[src/rtl/dpr_pkg.sv]
// Shared widths and types for the dual-port scratch RAM.
// Optional feature macro: DPR_WRITE_THROUGH_EN.
package dpr_pkg;

  localparam int DW    = 8;
  localparam int AW    = 4;
  localparam int DEPTH = 1 << AW;

  typedef logic [DW-1:0] word_t;
  typedef logic [AW-1:0] addr_t;

endpackage

[src/rtl/dpr_if.sv]
// Port-0 read/write and port-1 read bus of the dual-port RAM.
// Optional feature macro: DPR_WRITE_THROUGH_EN.
interface dpr_if;
  import dpr_pkg::*;

  logic  WEN;
  word_t DI;
  addr_t A0;
  addr_t A1;
  logic  PEN0;
  logic  PEN1;
  word_t DO0;
  word_t DO1;

  modport master (
    output WEN, DI, A0, A1, PEN0, PEN1,
    input  DO0, DO1
  );

  modport slave (
    input  WEN, DI, A0, A1, PEN0, PEN1,
    output DO0, DO1
  );

endinterface

[src/rtl/dpr_read_port.sv]
// Registered read-only port: enable-hold and optional new-data bypass.
// Optional feature macro: DPR_WRITE_THROUGH_EN.
module dpr_read_port
  import dpr_pkg::*;
(
  input  logic  clk,
  input  logic  rst_n,
  input  logic  en,
  input  word_t rd_word,
  input  logic  wr_hit,
  input  word_t wr_data,
  output word_t dout
);

  word_t dout_q;
  word_t dout_d;
  word_t src;

`ifdef DPR_WRITE_THROUGH_EN
  assign src = wr_hit ? wr_data : rd_word;
`else
  logic unused_byp;
  assign unused_byp = ^{wr_hit, wr_data};
  assign src = rd_word;
`endif

  always_comb begin
    dout_d = dout_q;
    if (en)
      dout_d = src;
  end

  always_ff @(posedge clk or negedge rst_n) begin
    if (!rst_n)
      dout_q <= '0;
    else
      dout_q <= dout_d;
  end

  assign dout = dout_q;

endmodule

[src/rtl/dpr_design.sv]
// Single-clock DEPTH x DW dual-port RAM; port 0 r/w, port 1 read-only.
// Optional feature macro: DPR_WRITE_THROUGH_EN.
module dpr_design
  import dpr_pkg::*;
(
  input  logic   CLK,
  input  logic   RST_N,
  dpr_if.slave   bus
);

  word_t mem_q [DEPTH];
  word_t mem_d [DEPTH];
  word_t do0_q;
  word_t do0_d;

  logic wr0;
  logic rd0;
  logic hit;

  assign wr0 = bus.PEN0 & bus.WEN;
  assign rd0 = bus.PEN0 & ~bus.WEN;
  assign hit = wr0 & (bus.A0 == bus.A1);

  always_comb begin
    mem_d = mem_q;
    if (wr0)
      mem_d[bus.A0] = bus.DI;
  end

  always_comb begin
    do0_d = do0_q;
    unique case (1'b1)
      rd0:     do0_d = mem_q[bus.A0];
`ifdef DPR_WRITE_THROUGH_EN
      wr0:     do0_d = bus.DI;
`endif
      default: do0_d = do0_q;
    endcase
  end

  // Whole array clears on reset so a mid-run reset drops any pending write.
  always_ff @(posedge CLK or negedge RST_N) begin
    if (!RST_N) begin
      mem_q <= '{default: '0};
      do0_q <= '0;
    end else begin
      mem_q <= mem_d;
      do0_q <= do0_d;
    end
  end

  assign bus.DO0 = do0_q;

  dpr_read_port u_rd1 (
    .clk     (CLK),
    .rst_n   (RST_N),
    .en      (bus.PEN1),
    .rd_word (mem_q[bus.A1]),
    .wr_hit  (hit),
    .wr_data (bus.DI),
    .dout    (bus.DO1)
  );

endmodule

[src/flat_wrapper.sv]
// flat-port wrapper written by rule: the top's interface ports become plain ports
module dpr_design_flat import dpr_pkg::*;
  (CLK, RST_N, bus_WEN, bus_DI, bus_A0, bus_A1, bus_PEN0, bus_PEN1, bus_DO0, bus_DO1);
  dpr_if bus_i ();
  input  logic CLK;
  input  logic RST_N;
  input wire logic [$bits(bus_i.WEN)-1:0] bus_WEN;
  input wire logic [$bits(bus_i.DI)-1:0] bus_DI;
  input wire logic [$bits(bus_i.A0)-1:0] bus_A0;
  input wire logic [$bits(bus_i.A1)-1:0] bus_A1;
  input wire logic [$bits(bus_i.PEN0)-1:0] bus_PEN0;
  input wire logic [$bits(bus_i.PEN1)-1:0] bus_PEN1;
  output wire logic [$bits(bus_i.DO0)-1:0] bus_DO0;
  output wire logic [$bits(bus_i.DO1)-1:0] bus_DO1;
  assign bus_i.WEN = bus_WEN;
  assign bus_i.DI = bus_DI;
  assign bus_i.A0 = bus_A0;
  assign bus_i.A1 = bus_A1;
  assign bus_i.PEN0 = bus_PEN0;
  assign bus_i.PEN1 = bus_PEN1;
  assign bus_DO0 = bus_i.DO0;
  assign bus_DO1 = bus_i.DO1;
  dpr_design u_core (.CLK(CLK), .RST_N(RST_N), .bus(bus_i));
endmodule
[config.mk]
export PLATFORM = sky130hd
export DESIGN_NAME = dpr_design_flat
export DESIGN_NICKNAME = d
export VERILOG_FILES = /design/src/rtl/dpr_pkg.sv /design/src/rtl/dpr_if.sv /design/src/rtl/dpr_read_port.sv /design/src/rtl/dpr_design.sv /design/src/flat_wrapper.sv
export SDC_FILE = /design/constraint.sdc
export NUM_CORES = 1
export LEC_CHECK = 0
export CORE_UTILIZATION = 55
export DETAILED_ROUTE_END_ITERATION = 6
export DONT_BUFFER_PORTS = 1
export GPL_TIMING_DRIVEN = 0
export HOLD_SLACK_MARGIN = 0.05
export PLACE_DENSITY = 0.76
export SYNTH_ARGS = -nofsm -noshare
export SYNTH_HDL_FRONTEND = slang
export SYNTH_HIERARCHICAL = 1
export SYNTH_SLANG_ARGS = --single-unit
[constraint.sdc]
create_clock -name CLK -period 1.9 [get_ports CLK]
set_input_delay 0.38 -clock CLK [delete_from_list [all_inputs] [get_ports CLK]]
set_output_delay 0.38 -clock CLK [all_outputs]
set_load 0.02 [all_outputs]
# Yosys cells after proc, flatten, opt, wreduce, memory -nomap -nowiden
# Index checks and enable logic that the tools add are counted.
# word_totals
regBits	144
input_bits	21
out_inout_bits	16
elab_cells	36
# op_classes
order_cmp	3
mux	9
bitwise_logic	5
n_reduce_logical	1
# op_table
cell	n
$bwmux 128	1
$bmux 8 s4	2
$mux 8	5
$demux 8 s4	1
$ge 5x5->1 const B	2
$not 4->5	2
$lt 5x1->1 const B	1
$and 1x1->1	2
$logic_and 1x1->1	1
$not 1->1	1

# Logic depth before layout (Yosys ltp)
# Gate-level depths: netlist (run 1).
# logic_depth
depth_word	6
mapped_depth	8
mapped_depth_nobuf	4

# Cells and area by module
# The synthesis (run 1) kept the hierarchy.
# modules_own_cells
mod	instances	cells_each	area_each_um2	seq_area_each_um2
dpr_design	1	475	7265.7	3403.3
dpr_read_port	1	17	331.6	200.2

# Worst setup path before layout (run 1)
# No wires, ideal clock.
# synth_path
path_kind	input to register
start	input port bus_A1[1]
end	register u_core.u_rd1.dout_q[1] (netlist: u_core/u_rd1/dout[1])
setup_time_ps	125
t_arrival_ps	1985
required_time_ps	1775
setup_slack_ps	-210
stages	5
path_buffers	2
cell_sequence	clkbuf_1 > clkbuf_1 > mux4_2 > mux4_2 > mux2_4
# synth_via
elab_chain_len	4
# synth_lines
element	line_no	source
start: declaration	flat_wrapper.sv:10	input wire logic [$bits(bus_i.A1)-1:0] bus_A1;
$not 4->5 (not written as such)	dpr_design.sv:58	.rd_word (mem_q[bus.A1]),
$bmux 8 s4	dpr_design.sv:58	
$mux 8 (not written as such) (2 in a row)	dpr_design.sv:58	
end signal: assignment	dpr_read_port.sv:37	dout_q <= dout_d;
end: declaration	dpr_read_port.sv:15	word_t dout_q;
# Every way passes these cells. The select of a mux whose other input is x is not followed.
# A chain may end at the register's enable or synchronous reset.

# Worst setup path after layout (run 1)
# layout_path
start	register u_core/mem_q[39] (netlist bit)
end	register u_core.u_rd1.dout_q[7] (netlist: u_core/u_rd1/dout[7])
# layout_via
elab_chain_len	3
# layout_lines
element	line_no	source
start: declaration	dpr_design.sv:11	word_t mem_q [DEPTH];
start signal: assignment	dpr_design.sv:47	mem_q <= mem_d;
$bmux 8 s4	dpr_design.sv:58	
$mux 8 (not written as such) (2 in a row)	dpr_design.sv:58	
# Every way passes these cells. The select of a mux whose other input is x is not followed.

==> summary by stage, run 1 <==
Run status
The run finished, with violations left. The final reports fail on hold timing.

Timing
The pin slew with the least headroom to its limit is about 800 ps. The worst path needs 1840 ps of the cycle, external delays included. The worst slew margin relative to its limit is 0.461. Dividing the final minimum period by the clock period gives 0.968. The worst path meets setup with between 60 and 70 ps of slack. Setup violations remaining at the end of the flow were counted as 0. The number of hold-slack violations in the final timing report came to approximately 140. Based on the critical path, the design can be clocked at up to between 500 and 600 MHz.

Setup repair after global routing left no endpoint under its margin. For the final routed database, the setup TNS stands at 0 ps. The number of max-slew violations in the final report came to 0. Across all hold checks on the routed design, the worst slack comes to -347 ps. The clock skew is 6.85 ps.

Power
The largest voltage drop on the vdd net is 0.669 mV. The internal portion of the total power is 6.61 mW. The combinational share of power is 0.187. The sequential fraction of design power is 0.474.

For this design the static power due to leakage is approximately 3.6 nW. Of the total power, the clock network draws 0.339. Of the total power, the share spent switching nets is 0.269.

The total power of the final layout is about 9 mW. The switching power is 2.43 mW. The cell area power density is roughly 1100 nW/um^2.

Finish
For this run, the post-layout net count is between 500 and 600. The area growth from synthesis to layout is 10.8%. The number of antenna diodes is 0. Of the cells placed in the final design, the portion with a size suffix greater than 1 is 0.513.

Placed design
The count of buffers added on input and output ports is 0. OpenSTA, run right after detailed placement, puts the worst setup slack at -560 ps. The congestion estimate from routability-driven global placement came to between 0.8 and 0.9.

Once detailed placement completed, the half-perimeter wirelength came to 12900 um.

Detailed routing
The first TritonRoute pass finished after 4 iterations. The average wire per cell in the routed design is 27.1 um. The final layout contains routed wiring with a total length of 18800 um.

For this block, the via count after detailed routing is about 4700. In the routed design, unresolved DRC markers number 0. After detailed routing, the number of vias per cell comes to about 6.7. The number of nets with antenna violations after detailed routing is 0.

The iteration-0 DRC count of the detailed router is about 360.

Critical path
Along the worst path, the maximum fanout reaches 3. The worst setup path is launched from a flop. The reg-to-reg critical path startpoint is u_core/mem_q[39]. The worst setup path is captured at a flop. The required time at the worst-slack endpoint is around 2200 ps.

Traced cell by cell, the critical path runs through mux4_2, mux4_2, mux2_4. For the worst flop-to-flop path, the logic depth is 3. The worst stage delay on the critical path is roughly 530 ps. The critical path starts at u_core/mem_q[39]. The setup slack on the worst flop-to-flop path is approximately 61 ps. In this run the worst setup path terminates at u_core/u_rd1/dout[7]. By startpoint and endpoint, the worst setup path is classified as reg -> reg. Among all stages on the critical path, the largest delay is contributed by sky130_fd_sc_hd__mux4_2. By instance count, the cell type seen most on the critical path is sky130_fd_sc_hd__mux4_2. The end of the worst register-to-register path is u_core/u_rd1/dout[7]. The data arrival time of the critical path is around 2100 ps.

Synthesis
Synthesis handed over a netlist of 487 instances. The cell area after technology mapping is ~7600 sq um. The number of nets in the synthesized netlist is slightly above 500. Each instance of the synthesized netlist takes up on average approximately 16 sq um. The count of warnings emitted by yosys is 6.

Floorplan
The total number of placement rows is 42. The core region is approximately 13000 sq um. The die covers around 14000 sq um.

In this run the vertical extent of the chip is approximately 120 um. The die outline width is between 100 and 150 um. The initial utilization of the core area, before any placement, comes to 0.566. 37 I/O pins were placed.

CTS
TritonCTS built the clock tree. The number of setup buffers added after CTS is 0. For this design, the sink count on the clock tree is ~140. The H-tree depth is 4.

The number of buffers created by CTS is 17. The clock passes through at most 2 buffers. The register clock-pin slew on the reported worst setup and hold paths is roughly 60 ps. The cell sitting at the root of the clock tree is a sky130_fd_sc_hd__clkbuf_16. The worst-skew pair later-pin latency is between 400 and 500 ps.

Global routing
The global-route congestion overflow total is 0. The total routing resource utilization after global routing is 0.290. The initial antenna violation count is 0.

The number of global-route vias before repair is ~4900. The largest net degree at the start of global routing is between 100 and 150. The first global-routing pass estimated slightly below 30000 um of wire.

Job
Across the run, the number of max-cap violations was 0.

Hold path
The worst hold path belongs to the class in -> async.
## worst min path at each step
stage	from	endpoint
floorplan	RST_N	u_core/bus.DO0[0]
global placement	RST_N	u_core/mem_q[114]
detailed placement	RST_N	u_core/u_rd1/dout[2]
CTS	RST_N	u_core/mem_q[109]
global route	RST_N	u_core/u_rd1/dout[2]
finish	RST_N	u_core/u_rd1/dout[2]
## per-stage QoR
stage	cells	area, sq um	util
6_report	695	8370	0.627
5_1_grt	695	8370	0.627
4_1_cts	695	8370	0.627
3_5_place_dp	663	7820	0.586
3_3_place_gp	663	7820	0.586
2_1_floorplan	487	7600	-
## area by class of cell
type | count | area [sq um]
fill | 975 | 4970
clock buffer | 27 | 513
sequential | 144 | 3600
inverter | 3 | 11.3
clock inverter | 5 | 27.5
tap | 176 | 220
multi-input combinational | 306 | 3720
buffer | 34 | 280
## power by group through the flow
stage / registers (mW) / clock network (mW) / logic (mW)
floorplan: 4.11 / 0 / 1.38
global placement: 4.26 / 0 / 1.60
detailed placement: 4.31 / 0 / 1.66
CTS: 4.26 / 3.12 / 1.68
global route: 4.35 / 3.26 / 1.80
finish: 4.28 / 3.06 / 1.69
## worst max-delay path: cells and delay by family (launching register included)
family	cells	cell delay [ps]
muxes	3	1310
DFF	1	420
## metal layers
layer,wire (um),vias to the layer above,global-route usage
met5,0,-,0
li1,-,1929,-
met3,1540,40,0.0982
met4,574,0,0.126
met1,7810,2498,0.393
met2,8890,196,0.426
## timing repair
action,CTS,global route
resized for setup,4,2
endpoints found under the setup margin,8,3
hold endpoints to repair,144,144
## cells in the final DEF, fill, tap and decap left out, drive strengths merged
cell type	n
nor2	20
a211oi	4
buf	18
nor4	1
a31oi	4
or3	1
nand2b	2
mux4	60
clkbuf	43
nand2	12
or4	1
nor3	2
and2b	1
o22ai	8
o21ai	4
a21oi	8
or3b	2
nand4	3
clkinv	5
dfrtp	144
mux2	148
clkinvlp	1
mux2i	20
nand3	3
inv	2
nor2b	1
nand3b	1
## registers in the layout, summed over array words and instances, names as in the netlist
register / count
u_core/mem_q: 128
u_core/bus.DO0: 8
u_core/u_rd1/dout: 8
Note: power is estimated with default switching activity, not from simulation.
==> run 2, diff against run 1 <==
- CAP_MARGIN: unset -> 20
- CORE_ASPECT_RATIO: unset -> 1.5
==> run 2 against run 1 <==
Against the previous run: the run ends with DRC, hold timing left; count of clock-buffer cells in the layout down 3; global-route usage down 0.31 points; via count up 0.58%; fmax down 1.7%; worst setup slack worse by 32 ps; clock power up 9.2%; worst hold slack better by 6.1 ps; combinational power about the same; power up 2.9%; utilization down 0.35 points; register-to-register slack better by 50 ps; design area up 0.34%; critical path type is now in -> reg; critical endpoint is now u_core/u_rd1/dout[3]; largest cell class unchanged.
==> summary by stage, run 2 (same netlist as run 1, synthesis figures left out) <==
Job
The total of max-cap violations is 0.

Finish
The area growth from synthesis to final layout is 11.2%. The most common library cell in the layout ignoring fill and taps is sky130_fd_sc_hd__dfrtp_1. In the final layout, the share of cells above drive strength 1 is 0.514. The register with the most flip-flops is u_core/mem_q. The count of nets after finishing is between 500 and 600. 0 antenna diodes ended up in the layout. After the flow finishes, the layout carries non-filler instances totaling 681. The flip-flop count of the largest register after layout is 128. The number of filler instances in the final layout is 997. In the layout the commonest cells are sky130_fd_sc_hd__dfrtp_1, sky130_fd_sc_hd__mux2_2, sky130_fd_sc_hd__mux4_2.

Critical path
The worst setup path is captured at a flop. STA puts the critical path data required time at 2190 ps. The nature of the critical path startpoint is a primary input.

Of all nets on the critical path, the largest fanout is 9. The number of cells traversed by the worst register-to-register path is 3. The data arrival time of the critical path is 2170 ps.

The critical path is of the in -> reg type.

Placed design
The number of placed cells counting well taps is 649. The worst slack after detailed placement is -516 ps. During placement, the flow inserted port buffers numbering 0. The routability congestion estimate is just over 0.9. Once detailed placement completed, the half-perimeter wirelength came to about 13000 um.

Floorplan
In this run the horizontal extent of the chip is 97.7 um. The number of top-level pins is 37. The total number of placement rows is 52. The die is approximately 150 um tall. The initial core utilization is 0.561. The core footprint is 13500 sq um. The die outline area is 14200 sq um.

Power
The fraction of power spent switching nets is 0.263. Summed over all cells, the static leakage comes to ~3.6 nW. The share of total power dissipated in combinational logic is 0.180. Cell internal power was estimated by the tool at just under 7 mW.

Total power for the finished layout comes to roughly 9.3 mW. The largest voltage drop on the vdd net is roughly 0.66 mV. The share of total power dissipated in sequential elements is 0.461. Power spread over the standard cell area amounts to roughly 1100 nW/um^2. The switching power is approximately 2.4 mW.

The clock group share of total power is 0.359.

Global routing
The met3 routing resource usage after global routing is 0.0576. The first global-routing pass estimated between 20000 and 30000 um of wire. For met1 alone, demand over resource in global routing was 0.374. Across every metal layer, demand over resource in global routing totals 0.287. The met2 layer usage reported by global route is 0.460.

The global-route congestion overflow total is 0. met2 is the most crowded layer. Entering global routing, the biggest net connects approximately 150 pins. The number of global-route vias before repair was ~5000.

The initial antenna violation count is 0.

Detailed routing
In the routed layout, each cell is associated on average with a via count of 6.89. The via count is around 4700. The iteration-0 DRC count of the detailed router is 343. The count of nets left with antenna violations once routing finished came out at 0. The average wire per cell in the routed design is 27.7 um. For this run, design rule violations remaining after detail routing come to 8.

After detailed routing, the total wire length is roughly 19000 um. The first detailed-routing pass ran for 7 iterations.

Timing
The pin slew with the least headroom to its limit is ~830 ps. The number of failing setup endpoints in the final timing report is 0. Between clock sinks in the finished design, the worst skew comes to between 6 and 7 ps. The smallest clock period supported by the final layout is computed as ~1900 ps.

Across all hold checks on the routed design, the worst slack comes to -341 ps. In the final timing run, aggregate negative setup slack is 0 ps. The worst slew margin relative to its limit is 0.439.

The final clock period utilization by the worst path is 0.985. The worst setup slack after layout is ~29 ps. The number of hold-slack violations in the final timing report is approximately 140. Setup repair after global routing left no endpoint under its margin. The number of max-slew violations in the final report came to 0. Static timing analysis puts the maximum clock frequency at 534 MHz.

CTS
The tree is rooted in a sky130_fd_sc_hd__clkbuf_16. The TritonCTS clock tree is yes. Clock tree synthesis inserted a total of 17 buffers.

The H-tree depth is 4. Clock-pin slew was measured on the worst setup and hold paths at approximately 60 ps. The later pin in the worst-skew pair is clocked with a latency of slightly above 400 ps. The clock passes through at most 2 buffers.

Counting every sink on the clock net gives about 140.

Run status
The flow ran to the end, but the final reports show violations. The checks that failed: DRC, hold timing.

Hold path
The tightest min-delay check is of the in -> async type.
run 2: cell type report:
cell class              instances  area [sq um]  share of cell area
multi-input cells             306          3720               0.442
flip-flops and latches        144          3600               0.429
clock buffers                  24           492              0.0585
plain buffers                  34           273              0.0325
well taps                     162           203              0.0241
clock inverters                 8           103              0.0122
inverters                       3          11.3             0.00134
run 2: routing by layer:
| metal | wire length (um) | vias to the layer above |
|---|---|---|
| li1 | - | 1916 |
| met1 | 7290 | 2481 |
| met2 | 9490 | 244 |
| met3 | 1320 | 49 |
| met4 | 743 | 0 |
| met5 | 0 | - |
run 2: power by group through the flow:
stage / registers (mW) / clock network (mW) / logic, mW
floorplan: 4.11 / 0 / 1.38
global placement: 4.26 / 0 / 1.58
detailed placement: 4.32 / 0 / 1.65
CTS: 4.27 / 3.38 / 1.66
global route: 4.36 / 3.52 / 1.77
finish: 4.29 / 3.34 / 1.67
run 2: per-stage QoR:
stage	utilization	area, sq um	hold slack (ps)
after floorplan	-	7600	84.4
after global placement	0.579	7800	88.5
after detailed placement	0.579	7800	89.3
after CTS	0.624	8400	-350
after global routing	0.624	8400	-353
final	0.624	8400	-341
run 2: worst max-delay path, stage by stage:
cell	delay [ps]
sky130_fd_sc_hd__clkbuf_1	290
sky130_fd_sc_hd__clkbuf_4	350
sky130_fd_sc_hd__mux4_2	380
sky130_fd_sc_hd__mux4_2	490
sky130_fd_sc_hd__mux2_4	270
run 2: what timing repair did:
item	CTS	global route
buffers inserted	0	0
gates resized for setup	2	3
endpoints found under the hold margin	144	144
pin swaps	0	0
setup endpoints to repair	8	8
run 2: final timing paths:
kind	startpoint	to	slack (ps)
max in group asynchronous	RST_N	u_core/mem_q[97]	1990
min in group CLK	bus_DI[7]	u_core/mem_q[47]	110
setup reg to reg	u_core/mem_q[31]	u_core/u_rd1/dout[7]	110
hold reg to reg	u_core/mem_q[52]	u_core/mem_q[52]	530
setup / recovery	bus_A1[1]	u_core/u_rd1/dout[3]	30
hold / removal	RST_N	u_core/mem_q[122]	-340
==> run 3, diff against run 2 <==
- MAX_ROUTING_LAYER: unset -> met4
==> run 3 against run 2 <==
Against the previous run: the run still ends with DRC, hold timing left; utilization is the same; clock power hardly changed; design area is the same; clock skew barely moved; critical endpoint unchanged; highest routed layer unchanged.
==> summary by stage, run 3 (same netlist as run 1, synthesis figures left out) <==
Floorplan
The die outline width is approximately 100 um. The number of top-level pins is 37. The core region is 13500 sq um. The die span in y is around 150 um. The die covers 14200 sq um.

The initialized floorplan defines 52 standard-cell rows. For this configuration, the core starts out at a cell density of 0.561.

Placed design
The number of buffers inserted by port buffering is 0. Summed over all nets, the half-perimeter wirelength after detailed placement is ~13000 um. The instance area after placement is about 7800 sq um. Routability-driven placement finished with a final weighted congestion of approximately 0.94. Before CTS, the worst setup slack after placement is -516 ps. Including well taps, the total number of placed cells is between 600 and 700.

Detailed routing
The average wire per cell in the routed design is around 28 um. The first routing iteration left 366 violations. The number of nets with antenna violations after detailed routing is 0.

After detailed routing, the total wire length is between 15000 and 20000 um. The vias per cell is just under 7. The first TritonRoute pass finished after 7 iterations. In the routed design, unresolved DRC markers number 8. The via count is ~4600.

Hold path
The class of the most critical hold timing path is in -> async.

Critical path
In this design, the largest share of critical-path delay is due to multiplexers. The combined buffer and inverter count along the critical path is 2. For the worst setup path, the data arrival time is about 2200 ps. The nature of the critical path startpoint is a primary input.

The number of gates on the worst path with buffers counted is 5. The most repeated library cell on the critical path is sky130_fd_sc_hd__mux4_2. The setup slack on the worst flop-to-flop path is ~100 ps. The end of the worst register-to-register path is u_core/u_rd1/dout[7]. The required time at the worst-slack endpoint is 2200 ps. The slowest stage cell on the critical path is sky130_fd_sc_hd__mux4_2. For this run, the slowest stage of the critical path takes approximately 490 ps. Of all nets on the critical path, the largest fanout is 9. The sort of element at the end of the critical path is a flop. The number of cells traversed by the worst register-to-register path is 3. The critical path in this run is classified as in -> reg.

The reg-to-reg critical path startpoint is u_core/mem_q[31]. Walking the worst path, the cells encountered are clkbuf_1, clkbuf_4, mux4_2, mux4_2, mux2_4.

Finish
The total non-filler cell area in the finished layout is between 8000 and 9000 sq um. After filler insertion, the fill cell instance count of the layout stands at 997. The most common library cell in the layout ignoring fill and taps is sky130_fd_sc_hd__dfrtp_1. The number of antenna diodes is 0.

For this run, the post-layout net count is roughly 530. The post-route non-filler standard cell count is about 680. In the layout the commonest cells are sky130_fd_sc_hd__dfrtp_1, sky130_fd_sc_hd__mux2_2, sky130_fd_sc_hd__mux4_2.

The register with the most flip-flops is u_core/mem_q. The register with the most flip-flops in the layout has 128 of them. Relative to the synthesized area, the layout overhead comes to 11.2%.

In the final layout, the share of cells above drive strength 1 is 0.514.

CTS
The TritonCTS clock tree is yes. After clock tree synthesis, the clock-pin slew on the worst setup and hold paths is about 60 ps. The tree built by TritonCTS fans out to 144 sinks.

The H-tree depth is 4. Clock tree synthesis inserted a total of 17 buffers. The maximum clock insertion buffer count is 2. The worst-skew pair later-pin latency is 410 ps. The clock root buffer is sky130_fd_sc_hd__clkbuf_16.

Power
The leakage power is around 3.6 nW. The design draws around 9.3 mW. Dividing total power by cell area gives a power density of 1110 nW/um^2. The largest voltage drop on the vdd net is 0.664 mV.

Timing
After layout, the worst setup slack is between 10 and 15 ps. The final clock period utilization by the worst path is 0.992. Setup repair after global routing left no endpoint under its margin. The clock skew is about 7.3 ps.

Timing would allow up to between 500 and 600 MHz. The clock period minus worst slack is between 1500 and 2000 ps. Across all hold checks on the routed design, the worst slack comes to -342 ps. The pin slew with the least headroom to its limit is just over 800 ps.

The number of max-slew violations in the final report is 0. The number of hold-slack violations in the final timing report is approximately 140. The worst slew margin relative to its limit is 0.448. Setup violations remaining at the end of the flow were counted as 0.

Global routing
The initial antenna violation count is 0. The first global-routing pass estimated approximately 30000 um of wire. The global-route congestion overflow total is 0. Entering global routing, the biggest net connects about 150 pins. The number of global-route vias before repair is ~5000. The total routing resource utilization after global routing is 0.295.

Run status
The final reports fail on DRC, hold timing. The flow ran to the end, but the final reports show violations.

Job
The total of max-cap violations is 0.
-- run 3: worst max path at each step --
stage          startpoint                   end  slack [ps]
2_1_floorplan   bus_A1[0]  u_core/u_rd1/dout[1]         -50
6_report        bus_A1[1]  u_core/u_rd1/dout[3]          10
5_1_grt         bus_A1[1]  u_core/u_rd1/dout[3]          10
3_5_place_dp    bus_A1[1]  u_core/u_rd1/dout[0]        -520
4_1_cts         bus_A1[1]  u_core/u_rd1/dout[4]           5
3_3_place_gp    bus_A1[1]  u_core/u_rd1/dout[7]        -480
-- run 3: cell type report --
class,count,area (sq um),share of cell area
buffer,34,273,0.0325
clock buffer,24,492,0.0585
clock inverter,8,103,0.0122
inverter,3,11.3,0.00134
multi-input combinational,306,3720,0.442
sequential,144,3600,0.429
tap,162,203,0.0241
-- run 3: power breakdown --
part	internal, mW	leakage [nW]	total (mW)	switching [mW]
logic	1.09	1.50	1.67	0.584
registers	3.68	1.83	4.29	0.604
clock network	2.08	0.287	3.34	1.26
total	6.85	3.62	9.30	2.45
-- run 3: repair_timing --
item	in CTS	in global routing
endpoints found under the hold margin	144	144
resized for setup	2	3
cloned	0	0
pin swaps	0	0
buffers inserted	0	0
endpoints found under the setup margin	8	8
-- run 3: stage by stage --
step | TNS [ps] | utilization
CTS | 0 | 0.624
global route | 0 | 0.624
global placement | -19170 | 0.579
detailed placement | -22110 | 0.579
floorplan | -417 | -
finish | 0 | 0.624
-- run 3: worst register-to-register path, stage by stage (launching register included) --
cell                      delay (ps)
sky130_fd_sc_hd__dfrtp_1         410
sky130_fd_sc_hd__mux4_2          500
sky130_fd_sc_hd__mux4_2          500
sky130_fd_sc_hd__mux2_4          270
-- run 3: layer usage --
layer  up-vias  routed length (um)  GRT usage
li1       1915                   -          -
met1      2483                7430      0.372
met2       201                9480      0.460
met3        46                1220     0.0596
met4         0                 742      0.144
met5         -                   0          -
